==> src/rtl/trojan_scan_pkg.sv <==
// Shared types and helpers for the trojan scan controller: FSM state
// encoding, vector count and the golden CUT response function.
package trojan_scan_pkg;

  typedef enum logic [2:0] {
    IDLE,
    APPLY,
    SETTLE,
    CAPTURE,
    DONE
  } scan_state_t;

  localparam int NUM_VECTORS = 8;

  // Expected {E,F,G,H} for a vector laid out as {A,B,C}.
  function automatic logic [3:0] golden_resp(input logic [2:0] vec);
    logic a, b, c;
    a = vec[2];
    b = vec[1];
    c = vec[0];
    return {a & b, a | c, ~c, a & b & c};
  endfunction

endpackage

==> src/rtl/trojan_scan_ctrl_settle.sv <==
// Down-counter that times the settle window between applying a vector
// and capturing the CUT response.
module scan_settle_cnt (
  input  logic       clk,
  input  logic       rst,
  input  logic       load,
  input  logic       dec,
  input  logic [3:0] value,
  output logic [3:0] count
);

  always_ff @(posedge clk or posedge rst) begin
    if (rst) begin
      count <= 4'd0;
    end else if (load) begin
      count <= value;
    end else if (dec && count != 4'd0) begin
      count <= count - 4'd1;
    end
  end

endmodule

==> src/rtl/trojan_scan_ctrl.sv <==
// Walks all eight {A,B,C} vectors through the CUT and counts responses that
// differ from golden. Define TROJAN_SCAN_LOG_EN to record the first failure.
module trojan_scan_ctrl
  import trojan_scan_pkg::*;
#(
  parameter int SETTLE_CYCLES = 2
) (
  input  logic       clk,
  input  logic       rst,
  input  logic       start,
  output logic       cut_a,
  output logic       cut_b,
  output logic       cut_c,
  input  logic       cut_e,
  input  logic       cut_f,
  input  logic       cut_g,
  input  logic       cut_h,
  output logic       busy,
  output logic       done,
  output logic [3:0] mismatch_cnt,
  output logic       trojan_flag,
  output logic [2:0] fail_vec,
  output logic [3:0] fail_mask
);

  localparam logic [2:0] LAST_VEC = 3'(NUM_VECTORS - 1);

  scan_state_t state, state_next;
  logic [2:0]  vec;
  logic [3:0]  settle_cnt;
  logic [3:0]  diff;
  logic        capture_fail;
  logic        scan_go;

  assign scan_go      = (state == IDLE) && start;
  assign diff         = {cut_e, cut_f, cut_g, cut_h} ^ golden_resp(vec);
  assign capture_fail = (state == CAPTURE) && (diff != 4'd0);

  scan_settle_cnt u_settle (
    .clk   (clk),
    .rst   (rst),
    .load  (state == APPLY),
    .dec   (state == SETTLE),
    .value (4'(SETTLE_CYCLES)),
    .count (settle_cnt)
  );

  always_ff @(posedge clk or posedge rst) begin
    if (rst) begin
      state <= IDLE;
    end else begin
      state <= state_next;
    end
  end

  always_comb begin
    state_next = state;
    case (state)
      IDLE:    if (start) state_next = APPLY;
      APPLY:   state_next = SETTLE;
      SETTLE:  if (settle_cnt <= 4'd1) state_next = CAPTURE;
      CAPTURE: state_next = (vec == LAST_VEC) ? DONE : APPLY;
      DONE:    state_next = IDLE;
      default: state_next = IDLE;
    endcase
  end

  // The trojan flag is only refreshed once the whole scan has been counted.
  always_ff @(posedge clk or posedge rst) begin
    if (rst) begin
      vec          <= 3'd0;
      mismatch_cnt <= 4'd0;
      trojan_flag  <= 1'b0;
    end else if (scan_go) begin
      vec          <= 3'd0;
      mismatch_cnt <= 4'd0;
      trojan_flag  <= 1'b0;
    end else if (state == CAPTURE) begin
      if (capture_fail) mismatch_cnt <= mismatch_cnt + 4'd1;
      if (vec != LAST_VEC) vec <= vec + 3'd1;
    end else if (state == DONE) begin
      trojan_flag <= (mismatch_cnt != 4'd0);
    end
  end

`ifdef TROJAN_SCAN_LOG_EN
  always_ff @(posedge clk or posedge rst) begin
    if (rst) begin
      fail_vec  <= 3'd0;
      fail_mask <= 4'd0;
    end else if (scan_go) begin
      fail_vec  <= 3'd0;
      fail_mask <= 4'd0;
    end else if (capture_fail && mismatch_cnt == 4'd0) begin
      fail_vec  <= vec;
      fail_mask <= diff;
    end
  end
`else
  assign fail_vec  = 3'd0;
  assign fail_mask = 4'd0;
`endif

  assign busy = (state != IDLE);
  assign done = (state == DONE);
  assign {cut_a, cut_b, cut_c} =
    (state == APPLY || state == SETTLE || state == CAPTURE) ? vec : 3'd0;

endmodule
==> config.mk <==
export PLATFORM = sky130hd
export DESIGN_NAME = trojan_scan_ctrl
export DESIGN_NICKNAME = d
export VERILOG_FILES = /design/src/rtl/trojan_scan_pkg.sv /design/src/rtl/trojan_scan_ctrl_settle.sv /design/src/rtl/trojan_scan_ctrl.sv
export SDC_FILE = /design/constraint.sdc
export NUM_CORES = 1
export LEC_CHECK = 0
export CORE_MARGIN = 5
export CORE_UTILIZATION = 44
export CTS_BUF_LIST = sky130_fd_sc_hd__clkbuf_16
export CTS_CLUSTER_DIAMETER = 30
export DETAILED_ROUTE_END_ITERATION = 12
export MAX_ROUTING_LAYER = met4
export PLACE_DENSITY = 0.75
export SKIP_CTS_REPAIR_TIMING = 1
export SYNTH_ARGS = -nofsm -noshare
export SYNTH_HDL_FRONTEND = slang
export SYNTH_SLANG_ARGS = --single-unit
==> constraint.sdc <==
create_clock -name clk -period 1.49 [get_ports clk]
set_input_delay 0.298 -clock clk [delete_from_list [all_inputs] [get_ports clk]]
set_output_delay 0.298 -clock clk [all_outputs]
set_load 0.005 [all_outputs]
==> results of run 1 <==
-- power groups by stage --
stage          logic [uW]  registers (uW)  clock network (uW)
6_report             1770             699                 523
4_1_cts              1420             712                 533
5_1_grt              1950             721                 556
3_3_place_gp         1350             714                   0
3_5_place_dp         1400             722                   0
2_1_floorplan         848             691                   0
-- metrics by stage --
step | setup TNS, ns | setup WS (ns)
after global routing | -0.788 | -0.157
after CTS | -1.76 | -0.375
final | -0.167 | -0.0614
after detailed placement | -1.11 | -0.261
after global placement | -0.919 | -0.217
after floorplan | 0 | 0.0138
-- registers in the layout, summed over array words and instances (netlist names) --
signal / count
mismatch_cnt: 4
state: 3
trojan_flag: 1
u_settle.count: 4
vec: 3
-- kinds of logic (layout without fill, tap and decap cells) --
kind of cell | Yosys count | in the layout | synth area share, %
mux | 2 | 2 | 1.97
flops | 15 | 15 | 36.9
other cells | 1 | 7 | 0.368
buf+inv | 18 | 59 | 10.8
xor+xnor | 6 | 6 | 5.16
compound gates | 19 | 19 | 13.8
fa+ha+maj | 7 | 7 | 8.60
simple gates | 42 | 42 | 22.5
-- routing by layer --
| layer | vias up | wire length, um | global-route usage, % |
|---|---|---|---|
| met5 | - | 0 | - |
| met4 | 0 | 22 | 7.62 |
| met3 | 2 | 102 | 3.34 |
| met2 | 16 | 1320 | 24.7 |
| met1 | 434 | 1060 | 14.7 |
| li1 | 456 | - | - |
-- critical path: stages, from the launching register on --
cell            delay (ns)
dfrtp_1               0.37
buf_4                 0.13
nor2_2                0.04
buf_4                 0.15
nor3b_1               0.16
dlymetal6s2s_1        0.15
-- cell usage in the layout (no fill, tap or decap), drive strengths merged --
cell type      synthesis  final
xnor2                  2      2
xor2                   4      4
clkinv                 0      1
clkdlybuf4s50          0     11
ha                     7      7
nand3b                 2      2
a22o                   1      1
nand2                  9      9
o211a                  1      1
o311ai                 1      1
nor3                   4      4
o311a                  1      1
o21ai                  6      6
clkbuf                 0      4
conb                   1      7
dfrtp                 15     15
o31ai                  1      1
nor3b                  4      4
mux2i                  2      2
inv                    8      8
nand2b                 2      2
or3                    1      1
a211o                  2      2
nor2b                  1      1
dlymetal6s2s           0      3
and3b                  1      1
a211oi                 2      2
nand3                  5      5
or3b                   1      1
o2111ai                1      1
o211ai                 1      1
a21oi                  2      2
and2                   3      3
nor2                   9      9
buf                   10     32
-- cell type report --
type,instances,share of cell area (%)
multi-input cells,83,40.4
inverters,8,1.94
clock buffers,3,4.84
clock inverters,1,0.323
flip-flops and latches,15,24.4
repair buffers,47,25.9
well taps,28,2.26
-- worst paths after layout --
kind	start	end	slack [ns]	depth (start not counted)
max in group asynchronous	rst	state[2]	0.95	3
max	state[0]	cut_a	-0.06	5
min	rst	u_settle.count[3]	0.35	3
max reg2reg	vec[0]	mismatch_cnt[3]	-0.01	5
min reg2reg	trojan_flag	trojan_flag	0.52	1
min in group clk	trojan_flag	trojan_flag	0.52	1
-- synth_stat cells, types with 2 or more instances --
cell type / number / share of area [%]
a211o_1: 2 / 1.7
a211oi_1: 2 / 1.5
a21oi_1: 2 / 0.98
and2_1: 2 / 1.2
buf_4: 7 / 5.2
buf_6: 2 / 2.2
dfrtp_1: 15 / 37
ha_1: 7 / 8.6
inv_1: 8 / 2.9
mux2i_1: 2 / 2.0
nand2_1: 9 / 3.3
nand2b_1: 2 / 1.2
nand3_1: 5 / 2.5
nand3b_1: 2 / 1.5
nor2_1: 9 / 3.3
nor3_1: 4 / 2.0
nor3b_1: 3 / 2.2
o21ai_0: 5 / 2.5
xnor2_1: 2 / 1.7
xor2_1: 4 / 3.4
==> run summary, run 1 <==
WP data required: 1.19 ns
worst hold slack: 0.353 ns
final worst slack: -0.0614 ns
remaining antenna violation count: 0
drt first-iter violations: 66
clock buffer count from CTS: 3
largest net degree at the start of global routing: 16
length of the first detailed-routing pass in iterations: 4
Warnings, synthesis: 0
RSZ-0062 raised after global routing: true
routed len/inst: 13.5 um
Post-synth EDFFs: 0
fin util: 70.1%
via/cell ratio: 4.91
Vias: 908
Seq/Total Area, Yosys: 36.9%
Sink Count: 15
Max Slew Vio Count: 0
power share of the sequential group: 23.3%
worst setup path category: reg -> out
Die ar.: 0.00338 mm^2
multi-input logic area: 627 um^2
Core Area: 0.00221 mm^2
H-tree depth: 1
synthesized cell area: 0.00102 mm^2
ANT cells: 0
Setup-failing EPs final: 4
# port buffers: 16
synthesized area per cell: 9.26 um^2
Post-DP Area: 0.00129 mm^2
clk_lat worst skew: 0.24 ns
outcome: finished, violations left
clock network power share: 17.5%
Startpoint Class: flip-flop
vias in the first global route: 832
IO Count: 24
FP Rows: 17
synthesized instance count: 110
DRC errors left: 0
Tmin final: 1.55 ns
skew final: 0.000662 ns
initial antenna violation count: 0
Initial Util: 46.0%
root buffer cell: clkbuf_16
# Max-Cap Violations: 0
Synth-to-Final Area Change: 52.3%
clk slew on worst S/H paths: 0.05 ns
final hold viol count: 0
Nets: 172
Total Power: 3000 uW
CP max FO: 4
failing checks: setup timing
nature of the critical path endpoint: output pin
pwr dens: 1930 mW/mm^2
dpl cells: 167
ratio of cells with drive above 1 in the final layout: 35.7%
FMAX: 0.645 GHz
Die Height: 58.1 um
fin cells: 185
GPL Wtd Cong: 0.760
dpl hpwl: 1690 um
Comb pwr share: 59.2%
worst hold-check path type: in -> async
Unique masters post-synth: 36
FF+latch area: 378 um^2
gr ovfl total: 0
Die X: 58.1 um
first-pass GRT wire length: 3530 um
Yosys reg bits: 15
Async SR Flop Fraction: 100%
Psw: 1100 uW
ys flop type: dfrtp_1
Leakage: 0.000780 uW
Post-Route WL: 2500 um
worst path arrival time: 1.25 ns
Final Instance Area: 0.00155 mm^2
Switching Fraction: 36.7%
Total Routing Usage GR: 14.2%
final worst-path cycle share: 104%
Peak VDD IR: 1.32 mV
Fill cells: 186
CTS tree: built
CTS Buffer Depth: 2
Int Pwr: 1900 uW
(Power assumes the default switching activity.)
==> inputs of run 2 (changes only) <==
Settings changed: CORE_UTILIZATION 44 to 49, PLACE_DENSITY 0.75 to 0.79.
Clock period 1.49 ns to 1.51 ns, I/O delays scaled along.
==> run summary, run 2 (same netlist as run 1, synthesis figures left out) <==
H-tree depth: 1 (unchanged)
routed len/inst: 17.7 um (+31%)
CTS Buffer Depth: 2 (unchanged)
FF+latch area: 379 um^2 (+0.33%)
worst hold-check path type: in -> async
final worst-path cycle share: 106%
met1 Track Usage GR: 18.1% (+3.5 points)
Setup-failing EPs final: 6 (+2)
power share of the sequential group: 23.7% (+0.4 points)
final hold viol count: 0 (unchanged)
outcome: finished, violations left
Sink Count: 15 (unchanged)
pwr dens: 2010 mW/mm^2 (+4.2%)
most frequent cells in the layout: 19 x buf_4, 12 x dfrtp_1, 11 x clkdlybuf4s50_1
dpl cells: 163 (-2.4%)
length of the first detailed-routing pass in iterations: 4 (unchanged)
DRC errors left: 0 (unchanged)
Die X: 55.6 um (-4.3%)
worst path arrival time: 1.29 ns (+0.04 ns)
worst setup path category: reg -> out
clk slew on worst S/H paths: 0.05 ns (about the same)
FP Rows: 16 (-1)
Post-Route WL: 3140 um (+25%)
largest net degree at the start of global routing: 16 (unchanged)
WP data required: 1.21 ns (+0.02 ns)
first-pass GRT wire length: 4000 um (+13%)
CTS tree: built
# port buffers: 16 (unchanged)
Initial Util: 51.9% (+5.9 points)
Nets: 165 (-4.1%)
RSZ-0062 raised after global routing: true
GRT busiest layer: met2
Switching Fraction: 39.6% (+2.9 points)
Die ar.: 0.00309 mm^2 (-8.5%)
Vias: 954 (+5.1%)
GR Util met2: 28.4% (+3.7 points)
via/cell ratio: 5.39 (+9.8%)
FMAX: 0.627 GHz
biggest regs: mismatch_cnt x4, u_settle.count x4
multi-input logic area: 672 um^2 (+7.2%)
ratio of cells with drive above 1 in the final layout: 37.3% (+1.7 points)
# Max-Cap Violations: 0 (unchanged)
Max Slew Vio Count: 0 (unchanged)
M3 GR Usage: 3.25% (-0.092 points)
Peak VDD IR: 1.36 mV (+3.0%)
IO Count: 24 (unchanged)
initial antenna violation count: 0 (unchanged)
Core Area: 0.00196 mm^2 (-11%)
vias in the first global route: 873 (+4.9%)
clk_lat worst skew: 0.24 ns (about the same)
CP max FO: 2 (-2)
GPL Wtd Cong: 0.874 (+15%)
clock network power share: 16.4% (-1.1 points)
worst hold slack: 0.364 ns (+0.0114 ns)
drt first-iter violations: 47 (-29%)
failing checks: setup timing
clock buffer count from CTS: 3 (unchanged)
Synth-to-Final Area Change: 52.2% (about the same)
ANT cells: 0 (unchanged)
Startpoint Class: flip-flop
Int Pwr: 1880 uW (-0.64%)
root buffer cell: clkbuf_16
Die Height: 55.6 um (-4.3%)
Total Routing Usage GR: 16.6% (+2.4 points)
commonest non-fill, non-tap cell in the layout: buf_4
Leakage: 0.000777 uW (-0.39%)
Comb pwr share: 59.9% (+0.7 points)
Fill cells: 130 (-30%)
fin cells: 177 (-4.3%)
Psw: 1230 uW (+12%)
nature of the critical path endpoint: output pin
remaining antenna violation count: 0 (unchanged)
final worst slack: -0.0843 ns (-0.0229 ns)
skew final: 0.00205 ns (+0.00139 ns)
Tmin final: 1.59 ns
gr ovfl total: 0 (unchanged)
dpl hpwl: 1770 um (+5.0%)
==> run 2: metrics by stage <==
stage	total power (uW)	area, um^2	util [%]	TNS, ns	worst slack (ns)
2_1_floorplan	1500	1040	-	0	0.00524
3_5_place_dp	2060	1260	64.2	-1.17	-0.244
4_1_cts	2590	1340	68.2	-1.79	-0.399
5_1_grt	3320	1550	79.0	-0.849	-0.138
6_report	3120	1550	79.0	-0.247	-0.0843
3_3_place_gp	2000	1260	64.2	-0.824	-0.202
==> run 2: power by group through the flow <==
stage / Sequential, uW / Clock (uW) / Combinational, uW
after CTS: 707 / 515 / 1370
after detailed placement: 710 / 0 / 1350
after global placement: 699 / 0 / 1300
after global routing: 755 / 530 / 2040
after floorplan: 681 / 0 / 818
final: 741 / 511 / 1870
==> run 2: layer usage <==
layer / wire length (um) / share of wire (%) / up-vias
li1: - / - / 446
met1: 1230 / 39 / 462
met2: 1670 / 53 / 32
met3: 106 / 3.4 / 14
met4: 133 / 4.2 / 0
met5: 0 / 0 / -
==> run 2: worst paths after layout <==
| check | start | endpoint | slack [ns] | depth (start not counted) |
|---|---|---|---|---|
| worst max register to register | state[2] | mismatch_cnt[3] | -0.05 | 5 |
| min in group clk | trojan_flag | trojan_flag | 0.50 | 1 |
| worst min register to register | trojan_flag | trojan_flag | 0.50 | 1 |
| worst min-delay path | rst | trojan_flag | 0.36 | 3 |
| worst max-delay path | state[0] | busy | -0.08 | 5 |
| max in group asynchronous | rst | vec[2] | 0.95 | 3 |
==> run 2: area by class of cell <==
type,count,area share (%)
Tap cell,27,2.18
Clock buffer,3,4.84
Inverter,8,1.94
Timing Repair Buffer,40,23.0
Clock inverter,1,0.242
Multi-Input combinational cell,83,43.3
Sequential cell,15,24.5
==> run 2: worst max-delay path: stages, from the launching register on <==
cell and delay, ns:
dfrtp_1 0.42, buf_6 0.14, buf_4 0.14, nor3_4 0.19, inv_1 0.05, clkbuf_2 0.11
==> inputs of run 3 (changes only) <==
Settings changed: SKIP_CTS_REPAIR_TIMING 1 to default.
==> run summary, run 3 (same netlist as run 1, synthesis figures left out) <==
outcome: finished, violations left
failing checks: setup timing
root buffer cell: clkbuf_16
crit-path cells: buf_6, buf_6, nor3b_4, nand2_4, buf_6, xnor2_2, nor2_1
CP endpoint: u_settle.count[0]
clock buffer count from CTS: 3 (unchanged)
Int Pwr: 1950 uW (+3.5%)
Post-Route WL: 3320 um (+5.9%)
via/cell ratio: 5.54 (+2.8%)
initial antenna violation count: 0 (unchanged)
setup slack, reg-to-reg: -0.09 ns (-0.04 ns)
slowest stage delay, CP: 0.45 ns (+0.03 ns)
IO Count: 24 (unchanged)
pwr dens: 2050 mW/mm^2 (+1.6%)
Total Power: 3240 uW (+4.0%)
Leakage: 0.000745 uW (-4.2%)
nature of the critical path endpoint: flip-flop
worst path arrival time: 1.76 ns (+0.47 ns)
FP Rows: 16 (unchanged)
Vias: 986 (+3.4%)
CP Launch Point: state[2]
CP max FO: 5 (+3)
GR Util met2: 38.0% (+9.6 points)
dpl cells: 163 (unchanged)
Die Height: 55.6 um (unchanged)
worst hold-check path type: in -> async
Peak VDD IR: 1.41 mV (+3.8%)
GPL Wtd Cong: 0.874 (unchanged)
ratio of cells with drive above 1 in the final layout: 41.7% (+4.4 points)
Tmin final: 1.60 ns (+0.00271 ns)
H-tree depth: 1 (unchanged)
Die X: 55.6 um (unchanged)
CTS Hold Buffers Added: 0
Total Routing Usage GR: 20.5% (+3.9 points)
Die ar.: 0.00309 mm^2 (unchanged)
worst setup path category: reg -> reg
fin cells: 178 (+0.56%)
biggest regs: mismatch_cnt x4, u_settle.count x4
r2r endpoint: u_settle.count[0]
DRC errors left: 0 (unchanged)
final worst-path cycle share: 106% (+0.18 points)
Max Slew Vio Count: 0 (unchanged)
WP data required: 1.67 ns (+0.46 ns)
# port buffers: 16 (unchanged)
Core Area: 0.00196 mm^2 (unchanged)
largest net degree at the start of global routing: 16 (unchanged)
M3 GR Usage: 2.78% (-0.46 points)
final worst slack: -0.0870 ns (-0.00271 ns)
ANT cells: 0 (unchanged)
most frequent cells in the layout: 15 x buf_4, 12 x dfrtp_1, 11 x clkdlybuf4s50_1, 11 x buf_6, 8 x nand2_1
CTS Buffer Depth: 2 (unchanged)
clock network power share: 15.7% (-0.7 points)
cell repeated most along the worst path: buf_6
Synth-to-Final Area Change: 55.8%
commonest non-fill, non-tap cell in the layout: buf_4
FMAX: 0.626 GHz (-0.17%)
skew final: 0.00189 ns (-0.000154 ns)
clk_lat worst skew: 0.24 ns (about the same)
CTS tree: built
RSZ-0062 raised after global routing: true
RR Startpoint: state[2]
gr ovfl total: 0 (unchanged)
Fill cells: 124 (-4.6%)
vias in the first global route: 962 (+10%)
Comb pwr share: 62.1% (+2.2 points)
Initial Util: 51.9% (unchanged)
remaining antenna violation count: 0 (unchanged)
met1 Track Usage GR: 22.0% (+3.8 points)
drt first-iter violations: 50 (+6.4%)
dpl hpwl: 1770 um (unchanged)
Switching Fraction: 39.9% (+0.30 points)
Setup-failing EPs final: 6 (unchanged)
length of the first detailed-routing pass in iterations: 4 (unchanged)
Sink Count: 15 (unchanged)
GRT busiest layer: met2
power share of the sequential group: 22.2% (-1.5 points)
Psw: 1290 uW (+4.8%)
reg2reg path depth: 7 (+2)
CP max-delay cell: dfrtp_2
routed len/inst: 18.7 um (+5.3%)
Startpoint Class: flip-flop
# Max-Cap Violations: 0 (unchanged)
final hold viol count: 0 (unchanged)
clk slew on worst S/H paths: 0.05 ns (about the same)
Nets: 166 (+0.61%)
first-pass GRT wire length: 4820 um (+21%)
-- run 3: power by group through the flow --
stage / sequential (uW) / combinational, uW / clock (uW)
2_1_floorplan: 681 / 818 / 0
3_3_place_gp: 699 / 1300 / 0
3_5_place_dp: 710 / 1350 / 0
4_1_cts: 696 / 1710 / 515
5_1_grt: 736 / 2170 / 527
6_report: 720 / 2010 / 510
-- run 3: worst min path at each step --
| stage | startpoint | endpoint | slack, ns | cells after the start |
|---|---|---|---|---|
| after floorplan | rst | mismatch_cnt[0] | 0.20 | 1 |
| after global placement | trojan_flag | trojan_flag | 0.49 | 1 |
| after detailed placement | trojan_flag | trojan_flag | 0.48 | 1 |
| after CTS | rst | trojan_flag | 0.36 | 3 |
| after global routing | rst | trojan_flag | 0.42 | 3 |
| final | rst | trojan_flag | 0.36 | 3 |
-- run 3: critical path: cells and delay by family, from the launching register on --
kind | cells | cell delay [ns]
buffers and inverters | 3 | 0.41
DFF | 1 | 0.45
and+or+nand+nor | 3 | 0.53
xor gates and xnor gates | 1 | 0.12
-- run 3: final cells by class --
cell class              count  area (um^2)  area share (%)
clock buffers               3         75.1            4.73
clock inverters             1         3.75           0.237
inverters                   8         30.0            1.89
multi-input cells          83          694            43.8
flip-flops and latches     15          379            23.9
well taps                  27         33.8            2.13
repair buffers             41          370            23.3
-- run 3: metrics by stage --
step	utilization (%)	TNS [ns]	instance area [um^2]	setup WS, ns	hold slack (ns)
finish	80.9	-0.287	1590	-0.0870	0.362
CTS	76.1	-0.0328	1490	-0.0169	0.365
floorplan	-	0	1040	0.00524	0.203
detailed placement	64.2	-1.17	1260	-0.244	0.484
global placement	64.2	-0.824	1260	-0.202	0.487
global route	80.9	-0.898	1590	-0.145	0.416
-- run 3: routing by layer --
layer	wire, um	vias to the layer above
li1	-	451
met1	1320	490
met2	1780	35
met3	160	10
met4	67	0
met5	0	-
-- run 3: timing repair --
action	CTS	global route
setup buffers	9	3
setup endpoints to repair	10	17
pin swaps	8	7
endpoints found under the hold margin	0	0
resized for setup	39	21
